[src/rtl/inv_chain_meas_pkg.sv]
// Shared types and defaults for the inverter-chain delay measurement block.
package inv_chain_pkg;

  typedef enum logic [1:0] {
    IDLE = 2'd0,
    WAIT = 2'd1,
    DONE = 2'd2
  } state_e;

  localparam int CNT_W_DEF       = 8;
  localparam int SYNC_STAGES_DEF = 2;

endpackage

[src/rtl/inv_chain_meas_sync_ff.sv]
// Multi-flop synchronizer for the asynchronous chain output; resets to 0.
module sync_ff #(
  parameter int DEPTH = 2
) (
  input  logic ck,
  input  logic rst,
  input  logic d,
  output logic q
);

  logic [DEPTH-1:0] sync_q, sync_d;

  always_comb begin
    sync_d = {sync_q[DEPTH-2:0], d};
  end

  always_ff @(posedge ck) begin
    if (rst) sync_q <= '0;
    else     sync_q <= sync_d;
  end

  assign q = sync_q[DEPTH-1];

endmodule

[src/rtl/inv_chain_meas.sv]
// Launches an edge into an external inverter chain and counts clock cycles
// until the synchronized chain output reflects it (or the counter saturates).
module inv_chain_meas
  import inv_chain_pkg::*;
#(
  parameter int CNT_W       = CNT_W_DEF,
  parameter int SYNC_STAGES = SYNC_STAGES_DEF,
  parameter int INVERTING   = 1
) (
  input  logic             ck,
  input  logic             rst,
  input  logic             start,
  output logic             i_dut,
  input  logic             nq_dut,
  output logic             busy,
  output logic             res_valid,
  input  logic             res_ready,
  output logic [CNT_W-1:0] res_count,
  output logic             res_timeout
);

  localparam logic [CNT_W-1:0] CNT_MAX = '1;

  state_e             state_q, state_d;
  logic               i_dut_q, i_dut_d;
  logic [CNT_W-1:0]   cnt_q, cnt_d;
  logic [CNT_W-1:0]   res_count_q, res_count_d;
  logic               res_timeout_q, res_timeout_d;
  logic               nq_s;
  logic               match;

  sync_ff #(.DEPTH(SYNC_STAGES)) u_sync (
    .ck (ck),
    .rst(rst),
    .d  (nq_dut),
    .q  (nq_s)
  );

  // The launched edge has arrived once the sync output shows the chain's
  // steady-state response to the current drive level.
  assign match = (INVERTING != 0) ? (nq_s == ~i_dut_q) : (nq_s == i_dut_q);

  always_comb begin
    state_d       = state_q;
    i_dut_d       = i_dut_q;
    cnt_d         = cnt_q;
    res_count_d   = res_count_q;
    res_timeout_d = res_timeout_q;
    case (state_q)
      IDLE: begin
        if (start) begin
          i_dut_d = ~i_dut_q;
          cnt_d   = '0;
          state_d = WAIT;
        end
      end
      WAIT: begin
        if (match) begin
          res_count_d   = cnt_q;
          res_timeout_d = 1'b0;
          state_d       = DONE;
        end else if (cnt_q == CNT_MAX) begin
          res_count_d   = CNT_MAX;
          res_timeout_d = 1'b1;
          state_d       = DONE;
        end else begin
          cnt_d = cnt_q + CNT_W'(1);
        end
      end
      DONE: begin
        if (res_ready) state_d = IDLE;
      end
      default: state_d = IDLE;
    endcase
  end

  always_ff @(posedge ck) begin
    if (rst) begin
      state_q       <= IDLE;
      i_dut_q       <= 1'b0;
      cnt_q         <= '0;
      res_count_q   <= '0;
      res_timeout_q <= 1'b0;
    end else begin
      state_q       <= state_d;
      i_dut_q       <= i_dut_d;
      cnt_q         <= cnt_d;
      res_count_q   <= res_count_d;
      res_timeout_q <= res_timeout_d;
    end
  end

  assign i_dut       = i_dut_q;
  assign busy        = (state_q != IDLE);
  assign res_valid   = (state_q == DONE);
  assign res_count   = res_count_q;
  assign res_timeout = res_timeout_q;

endmodule

[config.mk]
export PLATFORM = sky130hd
export DESIGN_NAME = inv_chain_meas
export DESIGN_NICKNAME = d
export VERILOG_FILES = /design/src/rtl/inv_chain_meas_pkg.sv /design/src/rtl/inv_chain_meas_sync_ff.sv /design/src/rtl/inv_chain_meas.sv
export SDC_FILE = /design/constraint.sdc
export NUM_CORES = 1
export LEC_CHECK = 0
export CAP_MARGIN = 10
export CORE_MARGIN = 1
export CORE_UTILIZATION = 45
export CTS_CLUSTER_SIZE = 12
export DETAILED_ROUTE_END_ITERATION = 7
export PLACE_DENSITY = 0.7
export SYNTH_ARGS = -nofsm -noshare
export SYNTH_HDL_FRONTEND = slang
export SYNTH_SLANG_ARGS = --single-unit
[constraint.sdc]
create_clock -name ck -period 3.25 [get_ports ck]
set_input_delay 0.65 -clock ck [delete_from_list [all_inputs] [get_ports ck]]
set_output_delay 0.65 -clock ck [all_outputs]
set_load 0.005 [all_outputs]
# [After elaboration in Yosys (flattened, before gate mapping)]
# Cells that the tools add are included.
[word_totals] inputBits=5 word_cells=38 register_bits=22 out_inout_bits=12
[classes] n_reduce_logical=8 mux=13 bitwise_logic=1 n_eq_ne=9 addsub=1
[op_table] operator="2-to-1 mux 8 bit" n=5
[op_table] operator="case mux 8 bit (2 select lines)" n=1
[op_table] operator="adder 8 x 1 -> 8 bit (second input constant)" n=1
[op_table] operator="equality test 8 bit (second input constant)" n=1
[op_table] operator="2-to-1 mux 2 bit" n=4
[op_table] operator="inequality test 2 bit (second input constant)" n=3
[op_table] operator="case mux 2 bit (3 select lines)" n=1
[op_table] operator="nonzero test 2 bit" n=3
[op_table] operator="AND reduction 2 bit" n=2
[op_table] operator="AND reduction 4 bit" n=1
[op_table] operator="inequality test 3 bit (second input constant)" n=1
[op_table] operator="AND reduction 3 bit" n=1
[op_table] operator="equality test 2 x 1 -> 1 bit (second input constant)" n=1
[op_table] operator="equality test 2 bit (second input constant)" n=1
[op_table] operator="logical NOT 2 bit" n=1
[op_table] operator="2-to-1 mux 1 bit" n=2
[op_table] operator="inequality test 2 x 1 -> 1 bit (second input constant)" n=1
[op_table] operator="equality test 1 bit" n=1
[op_table] operator="NOT 1 bit" n=1

# [Depth between registers and ports, before layout]
# Gate-level depths: netlist of run 1.
[logic_depth] word_depth=4 mapped_depth=6 mapped_depth_nobuf=5

# [By module]
# Synthesis of run 1 repeated with hierarchy kept, for this count alone.
[unflattened] hier_cells=98 area_unflattened_um2=964.7
[by_module_without_submodules] module="inv_chain_meas" area_each_um2=912.1 instances=1 seq_area_each_um2=400.4 cells_each=94
[by_module_without_submodules] module="sync_ff" area_each_um2=52.6 instances=1 seq_area_each_um2=40.0 cells_each=4

# [Worst setup path after synthesis of run 1]
# Ideal clock, no wire load.
[synth_path] path_type="input to register" start="in rst" end="reg cnt_q[5]" path_buffers=1 cell_stages=5 path_slack_ns=1.605 t_arrival_ns=1.571 required_time_ns=3.176 setup_ns=0.074 cell_sequence="buf_6 > nor3b_2 > o211a_1 > a41oi_1 > a31oi_1"
[synth_rtl] item="start: declaration" line="inv_chain_meas.sv:11" text="input logic rst,"
[synth_rtl] item="end signal: assignment" line="inv_chain_meas.sv:87" text="cnt_q <= cnt_d;"
[synth_rtl] item="end: declaration" line="inv_chain_meas.sv:26" text="logic [CNT_W-1:0] cnt_q, cnt_d;"

# [Worst setup path after layout of run 1]
[layout_path] start="reg state_q[1]" end="out busy"
[layout_between] elab_chain_len=1
[layout_lines] item="start: declaration" line="inv_chain_meas.sv:24" text="state_e state_q, state_d;"
[layout_lines] item="start signal: assignment" line="inv_chain_meas.sv:85" text="state_q <= state_d;"
[layout_lines] item="nonzero test 2 bit" line="inv_chain_meas.sv:94" text="assign busy = (state_q != IDLE);"
[layout_lines] item="end: declaration" line="inv_chain_meas.sv:15" text="output logic busy,"
# Every way passes these cells.

==> flow_results.org, run 1 <==
** Logic synthesis
- Of all flip-flops after synthesis, the portion carrying an async set or reset was 0%.
- The Yosys step of the flow raised 0 warnings.
- Net count after synthesis :: 98
- Cells taking the most area after synthesis :: sky130_fd_sc_hd__dfxtp_1 46%, sky130_fd_sc_hd__o221a_2 7.0%, sky130_fd_sc_hd__nor2b_1 4.5%
- Area of the mapped netlist :: 965 µm²
- Yosys mapped the design onto 37 distinct sky130hd cell types.
- sky130_fd_sc_hd__dfxtp_1 takes more of the synthesized area than any other cell.
- Yosys mapped a number of flops with a built-in enable equal to 0.
- Counting flops and latches in the post-synthesis netlist gives 22.
- Portion of the post-synthesis area used by sequential elements :: 45.7%
- In the synthesized netlist, the number of instances is 92.
- Share of the synthesized area in the top cell type :: 45.7%
- Predominant post-synthesis flop cell :: sky130_fd_sc_hd__dfxtp_1
- Avg Cell Area, Syn :: 10.5 µm²

** Clock tree
- Post-CTS repair changed the size of 0 cells.
- TritonCTS built the clock tree.
- The longest clock path from root to sink contains 2 buffers.
- CTS built an H-tree with a depth of 1.
- Buffers inserted during clock tree synthesis total 3.
- Post-cts hold buffer count :: 0
- For the worst-skew pair, the clock arrives at the later sink with an insertion delay of 0.31 ns.
- In this run the clock root is driven by a sky130_fd_sc_hd__clkbuf_4.
- CTS clk-pin slew, worst paths :: 0.12 ns
- Number of sinks driven by the clock tree :: 22
- Post-CTS Setup Inserts :: 0

** Setup path
- The critical path is of the reg2out type.
- Series of cell instances along the critical path :: or2_2 -> clkdlybuf4s50_1
- For the worst setup path, the data required time is 2.60 ns.
- Cell family with most CP delay :: buffers and inverters
- Reg2reg setup slack :: 1.31 ns
- Capturing element of the worst setup path :: busy
- Crit Reg-Reg Startpoint :: cnt_q[0]
- CP Buf/Inv Count :: 1
- STA classifies the critical path startpoint as a flip-flop.
- Crit Reg-Reg Endpoint :: res_count[2]
- Maximum fanout along the worst path :: 4
- Worst path depth :: 2
- Element type at the critical path end :: output port
- Library cell contributing the largest single delay on the critical path :: sky130_fd_sc_hd__clkdlybuf4s50_1
- Count of cells along the worst register-to-register path :: 5
- Data on the critical path arrives at its endpoint at 1.45 ns.
- On the worst path, the slowest cell contributes a delay of 0.45 ns.
- Timing startpoint of the critical path :: state_q[1]

** Final layout
- After the last flow step, the layout net total stands at 115.
- P&R area growth vs syn :: 21.3%
- Final Util :: 59.0%
- Commonest non-fill, non-tap cell in the layout :: sky130_fd_sc_hd__dfxtp_1
- Most used cells in the layout excluding fill and tap cells :: 22 x sky130_fd_sc_hd__dfxtp_1, 16 x sky130_fd_sc_hd__clkdlybuf4s50_1, 7 x sky130_fd_sc_hd__nor2b_1, 6 x sky130_fd_sc_hd__o221a_2, 5 x sky130_fd_sc_hd__nand2_1
- The repair_antennas step left the layout with diodes totalling 0.
- Share of cells above drive strength 1 :: 16.7%

** GRT
- Entering global routing, the biggest net connects 13 pins.
- Global routing used 18.6% of the available tracks.
- Wire length of the first global-routing pass :: 3360 µm
- Number of antenna violations at the first check in global routing :: 0
- Summed over all layers, the global routing overflow is 0.
- Via count of the first global-routing pass :: 738

** Timing
- Headroom to the max-slew limit came out at 59.2%.
- Across the routed clock network, the largest skew measured is 0.00245 ns.
- For this run, the top clock speed supported by timing is 0.477 GHz.
- Setup slack on the critical path of the routed design comes to 1.15 ns.
- The count of final hold-check violations is 0.
- Final Cycle Share :: 64.5%
- After routing, the total negative slack on setup checks comes to 0 ns.
- At the pin with the least slew margin, the transition time is 0.611 ns.
- The final count of pins violating max slew came to 0.
- Post-layout min period :: 2.10 ns
- Setup violations remaining at the end of the flow were counted as 0.
- Unrepaired setup endpoints after global routing :: false

** Detailed routing
- After detailed routing, the total wire length is 1860 µm.
- Dividing the detail-routed wire length by the instance count gives 13.8 µm.
- Via total after detailed routing :: 766
- Dividing the detail-routed via count by the number of cells gives 5.67.
- Length of the first detailed-routing pass in iterations :: 4
- The count of nets left with antenna violations once routing finished came out at 0.
- DRT iter0 DRCs :: 23
- In the routed design, unresolved DRC markers number 0.

** Floorplanning
- The region available for standard cell placement spans 1980 µm².
- Initial Util :: 48.7%
- The die covers 2330 µm².
- Vertical die dimension :: 48.3 µm
- Die extent in x :: 48.3 µm
- Number of I/O pins :: 17
- After floorplanning, the core was divided into 16 placement rows.

** Place
- Detailed placement ended at an HPWL of 1370 µm.
- Routability-driven placement finished with a final weighted congestion of 0.897.
- Port buffering added 16 buffers.
- Worst setup slack after placement :: 0.917 ns

** Hold path
- The min-delay analysis places its worst path in the category reg2reg.

** Flow run
- Max Cap Violations :: 0

** Outcome
- Status :: finished, final reports clean

** Power
- Power spread over the standard cell area amounts to 463 nW/µm².
- Standby leakage power :: 0.440 nW
- IR drop worst, VDD :: 0.000322 V
==> per-layer routing <==
metal | track usage (%) | vias to the layer above | wire (µm)
met5 | 0 | - | 0
met4 | 8.82 | 0 | 22
met3 | 2.83 | 3 | 64
met2 | 30.8 | 29 | 871
met1 | 23.9 | 350 | 905
li1 | - | 384 | -
==> registers in the layout, summed over array words and instances, names as in the netlist <==
name           cells
cnt_q              8
res_count          8
state_q            2
u_sync.sync_q      2
i_dut              1
res_timeout        1
==> area by class of cell <==
type                            count  area, µm²
Fill cell                         166        812
Multi-Input combinational cell     63        488
Sequential cell                    22        440
Timing Repair Buffer               16        160
Clock buffer                        4       36.3
Tap cell                           27       33.8
Inverter                            3       11.3
==> synthesized netlist by cell type, types with 2 or more instances <==
| cell | count |
|---|---|
| sky130_fd_sc_hd__o221a_2 | 6 |
| sky130_fd_sc_hd__nand2_1 | 5 |
| sky130_fd_sc_hd__a21oi_1 | 4 |
| sky130_fd_sc_hd__a221o_1 | 2 |
| sky130_fd_sc_hd__a31oi_1 | 4 |
| sky130_fd_sc_hd__buf_2 | 2 |
| sky130_fd_sc_hd__and3_1 | 2 |
| sky130_fd_sc_hd__nor2b_1 | 7 |
| sky130_fd_sc_hd__o211a_1 | 2 |
| sky130_fd_sc_hd__inv_1 | 2 |
| sky130_fd_sc_hd__nor2_1 | 2 |
| sky130_fd_sc_hd__dfxtp_1 | 22 |
| sky130_fd_sc_hd__xnor2_1 | 2 |
| sky130_fd_sc_hd__nand3_1 | 4 |
| sky130_fd_sc_hd__a211o_1 | 3 |
| sky130_fd_sc_hd__o221a_1 | 2 |
==> cell families (layout without fill, tap and decap cells) <==
family,Yosys count,in the layout,synth area share (%)
simple gates,30,30,18.3
xor+xnor,3,3,3.50
mux,1,1,1.17
flops,22,22,45.7
fa+ha+maj,1,1,1.30
compound gates,28,28,26.3
buf+inv,7,23,3.76
==> stage by stage <==
| stage | std cells | hold slack (ns) | total power, mW | instance area (µm²) |
|---|---|---|---|---|
| after floorplan | 92 | 0.414 | 0.359 | 965 |
| after CTS | 135 | 0.470 | 0.545 | 1170 |
| after global placement | 131 | 0.441 | 0.395 | 1130 |
| after global routing | 135 | 0.493 | 0.576 | 1170 |
| after detailed placement | 131 | 0.448 | 0.397 | 1130 |
| final | 135 | 0.470 | 0.542 | 1170 |
==> worst min path at each step <==
stage                startpoint          endpoint  slack (ns)  cells past startpoint
2_1_floorplan  u_sync.sync_q[0]  u_sync.sync_q[1]        0.41                      1
3_3_place_gp   u_sync.sync_q[0]  u_sync.sync_q[1]        0.44                      1
3_5_place_dp   u_sync.sync_q[0]  u_sync.sync_q[1]        0.45                      1
4_1_cts        u_sync.sync_q[0]  u_sync.sync_q[1]        0.47                      1
5_1_grt        u_sync.sync_q[0]  u_sync.sync_q[1]        0.49                      1
6_report       u_sync.sync_q[0]  u_sync.sync_q[1]        0.47                      1
==> power by group <==
group / internal (mW) / total, mW / switching (mW)
combinational: 0.0512 / 0.0938 / 0.0426
sequential: 0.285 / 0.297 / 0.0124
clock: 0.0684 / 0.151 / 0.0827
No activity file was read; power rests on OpenSTA's default activity.
==> run 2, diff against run 1 <==
--- a/config.mk
+++ b/config.mk
@@ -10,7 +10,7 @@
 export CORE_UTILIZATION = 45
 export CTS_CLUSTER_SIZE = 12
 export DETAILED_ROUTE_END_ITERATION = 7
-export PLACE_DENSITY = 0.7
+export PLACE_DENSITY = 0.73
 export SYNTH_ARGS = -nofsm -noshare
 export SYNTH_HDL_FRONTEND = slang
 export SYNTH_SLANG_ARGS = --single-unit
==> constraint.sdc (replaced) <==
create_clock -name ck -period 1.8 [get_ports ck]
set_input_delay 0.36 -clock ck [delete_from_list [all_inputs] [get_ports ck]]
set_output_delay 0.36 -clock ck [all_outputs]
set_load 0.005 [all_outputs]
==> flow_results.org, run 2 (same netlist as run 1, synthesis figures left out) <==
** Final layout
- After routing the design area is 1220 µm².
- The post-route netlist has 22.8% of its cells at a drive strength greater than 1.
- P&R area growth vs syn :: 26.2%
- Commonest non-fill, non-tap cell in the layout :: sky130_fd_sc_hd__dfxtp_1
- Leaving out fill and tap cells, the most frequent cells in the layout are 21 x sky130_fd_sc_hd__dfxtp_1, 15 x sky130_fd_sc_hd__clkdlybuf4s50_1, 6 x sky130_fd_sc_hd__nor2b_1, 6 x sky130_fd_sc_hd__o221a_2, 6 x sky130_fd_sc_hd__buf_4.
- Post-layout net count :: 121
- Ant diodes :: 0
- Final Util :: 61.4%

** Setup path
- Largest stage delay on the critical path :: 0.51 ns
- Worst path depth :: 2
- The largest individual stage delay along the critical path comes from the cell sky130_fd_sc_hd__clkdlybuf4s50_1.
- Crit Reg-Reg Endpoint :: cnt_q[2]
- In this design, the largest share of critical-path delay is due to buffers and inverters.
- Element type at the critical path end :: output port
- Timing startpoint of the critical path :: state_q[1]
- Capturing element of the worst setup path :: res_valid
- Maximum fanout along the worst path :: 4
- Nature of the critical path startpoint :: flip-flop
- Series of cell instances along the critical path :: nor2b_1 -> clkdlybuf4s50_1
- For the worst setup path, the data required time is 1.44 ns.
- For the worst flop-to-flop path, the logic depth is 5.
- Data arrives at the worst endpoint at 1.36 ns.
- Setup Crit Path Kind :: reg2out
- CP Buf/Inv Count :: 1
- Setup slack on the worst reg-to-reg path comes out at 0.15 ns.
- In this run the critical register-to-register path is launched from cnt_q[0].

** Hold path
- In this run the worst hold path is classified as reg2reg.

** Power
- VDD sags by at most 0.000556 V.
- Standby leakage power :: 0.475 nW
- Power Density :: 819 nW/µm²

** Detailed routing
- Using the TritonRoute via totals, the vias-per-cell ratio works out to 5.53.
- The detailed router placed 780 vias in this run.
- Average wire per standard cell :: 14.3 µm
- The count of nets left with antenna violations once routing finished came out at 0.
- In the routed design, unresolved DRC markers number 0.
- Before antenna repair, the detailed router went through 4 iterations.
- Summed over all layers, the routed wires come to 2020 µm.
- DRT iter0 DRCs :: 28

** Clock tree
- Clock Root Buffer :: sky130_fd_sc_hd__clkbuf_4
- Clock insertion delay at the later pin of the skew report :: 0.32 ns
- Buffers from clock root to sink, at most :: 2
- CTS clk-pin slew, worst paths :: 0.13 ns
- Post-cts hold buffer count :: 0
- Post-CTS Setup Inserts :: 0
- TritonCTS created 3 clock buffers.
- TritonCTS built the clock tree.
- In this run the number of H-tree levels came out at 1.
- Number of sinks driven by the clock tree :: 22

** Timing
- Once routing completed, OpenROAD measured the worst setup slack at 0.0760 ns.
- After layout, the minimum clock period comes to 1.72 ns.
- The tightest hold path in the finished design has a slack of 0.469 ns.
- Highest clock rate :: 0.580 GHz
- The worst path uses 95.8% of the clock period.
- Setup clock skew after layout :: 0.00373 ns
- Relative max-transition margin :: 74.9%
- Final Max Slew Viols :: 0
- Unrepaired setup endpoints after global routing :: false
- At the pin with the least slew margin, the transition time is 0.374 ns.
- The count of final hold-check violations came to 0.
- Summed over all failing endpoints, the final setup total negative slack is 0 ns.
- Setup violations remaining at the end of the flow were counted as 0.

** Outcome
- Status :: finished, final reports clean

** Place
- Placed wire-length estimate :: 1460 µm
- Worst setup slack after placement :: 0.0707 ns
- Routability cong. :: 0.886
- The placed instances occupy a cell area of 1180 µm².
- Number of port buffers :: 16

** GRT
- Via count of the first global-routing pass :: 743
- The total overflow left after global routing is 0.
- The initial antenna violation count was 0.
- Wire length of the first global-routing pass :: 3470 µm
- Largest net degree at the start of global routing :: 13
- Overall global routing resource usage :: 19.6%

** Floorplanning
- Number of I/O pins :: 17
- In this run the standard cell core region covers 1980 µm².
- Vertical die dimension :: 48.3 µm
- Die Footprint :: 2330 µm²
- Die extent in x :: 48.3 µm
- Cell row count :: 16
- Initial Util :: 48.7%

** Flow run
- The tool flagged a number of max-cap violations equal to 0.
[run 2: cell count changes in the layout (fill, tap and decap cells not counted), sizes merged]
cell and delta:
clkdlybuf4s50 -1, buf +6, dlygate4sd2 +1
[run 2: layer usage]
metal / vias to the layer above / wire length, µm / global-route usage, %
li1: 394 / - / -
met1: 356 / 959 / 25.2
met2: 23 / 913 / 29.6
met3: 7 / 73 / 4.09
met4: 0 / 68 / 12.7
met5: - / 0 / 0
[run 2: what timing repair did]
action	4_1_cts	5_1_grt
resized for setup	2	1
setup endpoints to repair	1	9
gates cloned	0	0
[run 2: worst min path at each step]
stage                     cells past startpoint          endpoint  slack (ns)        startpoint
final                                         1  u_sync.sync_q[1]        0.47  u_sync.sync_q[0]
after detailed placement                      1  u_sync.sync_q[1]        0.44  u_sync.sync_q[0]
after CTS                                     1  u_sync.sync_q[1]        0.46  u_sync.sync_q[0]
after floorplan                               1  u_sync.sync_q[1]        0.41  u_sync.sync_q[0]
after global routing                          1  u_sync.sync_q[1]        0.48  u_sync.sync_q[0]
after global placement                        1  u_sync.sync_q[1]        0.44  u_sync.sync_q[0]
[run 2: area by class of cell]
class	instances	area, µm²
clock buffer	4	36.3
fill	161	764
inverter	3	11.3
multi-input combinational	63	490
sequential	22	442
tap	27	33.8
timing repair buffer	22	204
[run 2: per-stage QoR]
step                      total power [mW]  instances
after global routing                  1.05        141
after CTS                             1.00        141
after floorplan                      0.649         92
after global placement               0.725        137
after detailed placement             0.728        137
final                                0.996        141
[run 2: power by group]
group / internal (mW) / total, mW / switching [mW]
Clock: 0.124 / 0.281 / 0.158
Sequential: 0.514 / 0.536 / 0.0218
Combinational: 0.101 / 0.179 / 0.0785
==> run 3, diff against run 2 <==
--- a/config.mk
+++ b/config.mk
@@ -5,7 +5,7 @@
 export SDC_FILE = /design/constraint.sdc
 export NUM_CORES = 1
 export LEC_CHECK = 0
-export CAP_MARGIN = 10
+export CAP_MARGIN = 20
 export CORE_MARGIN = 1
 export CORE_UTILIZATION = 45
 export CTS_CLUSTER_SIZE = 12
==> results of run 3 <==
Same layout as run 2: the final DEF is identical, and so are final timing and power.
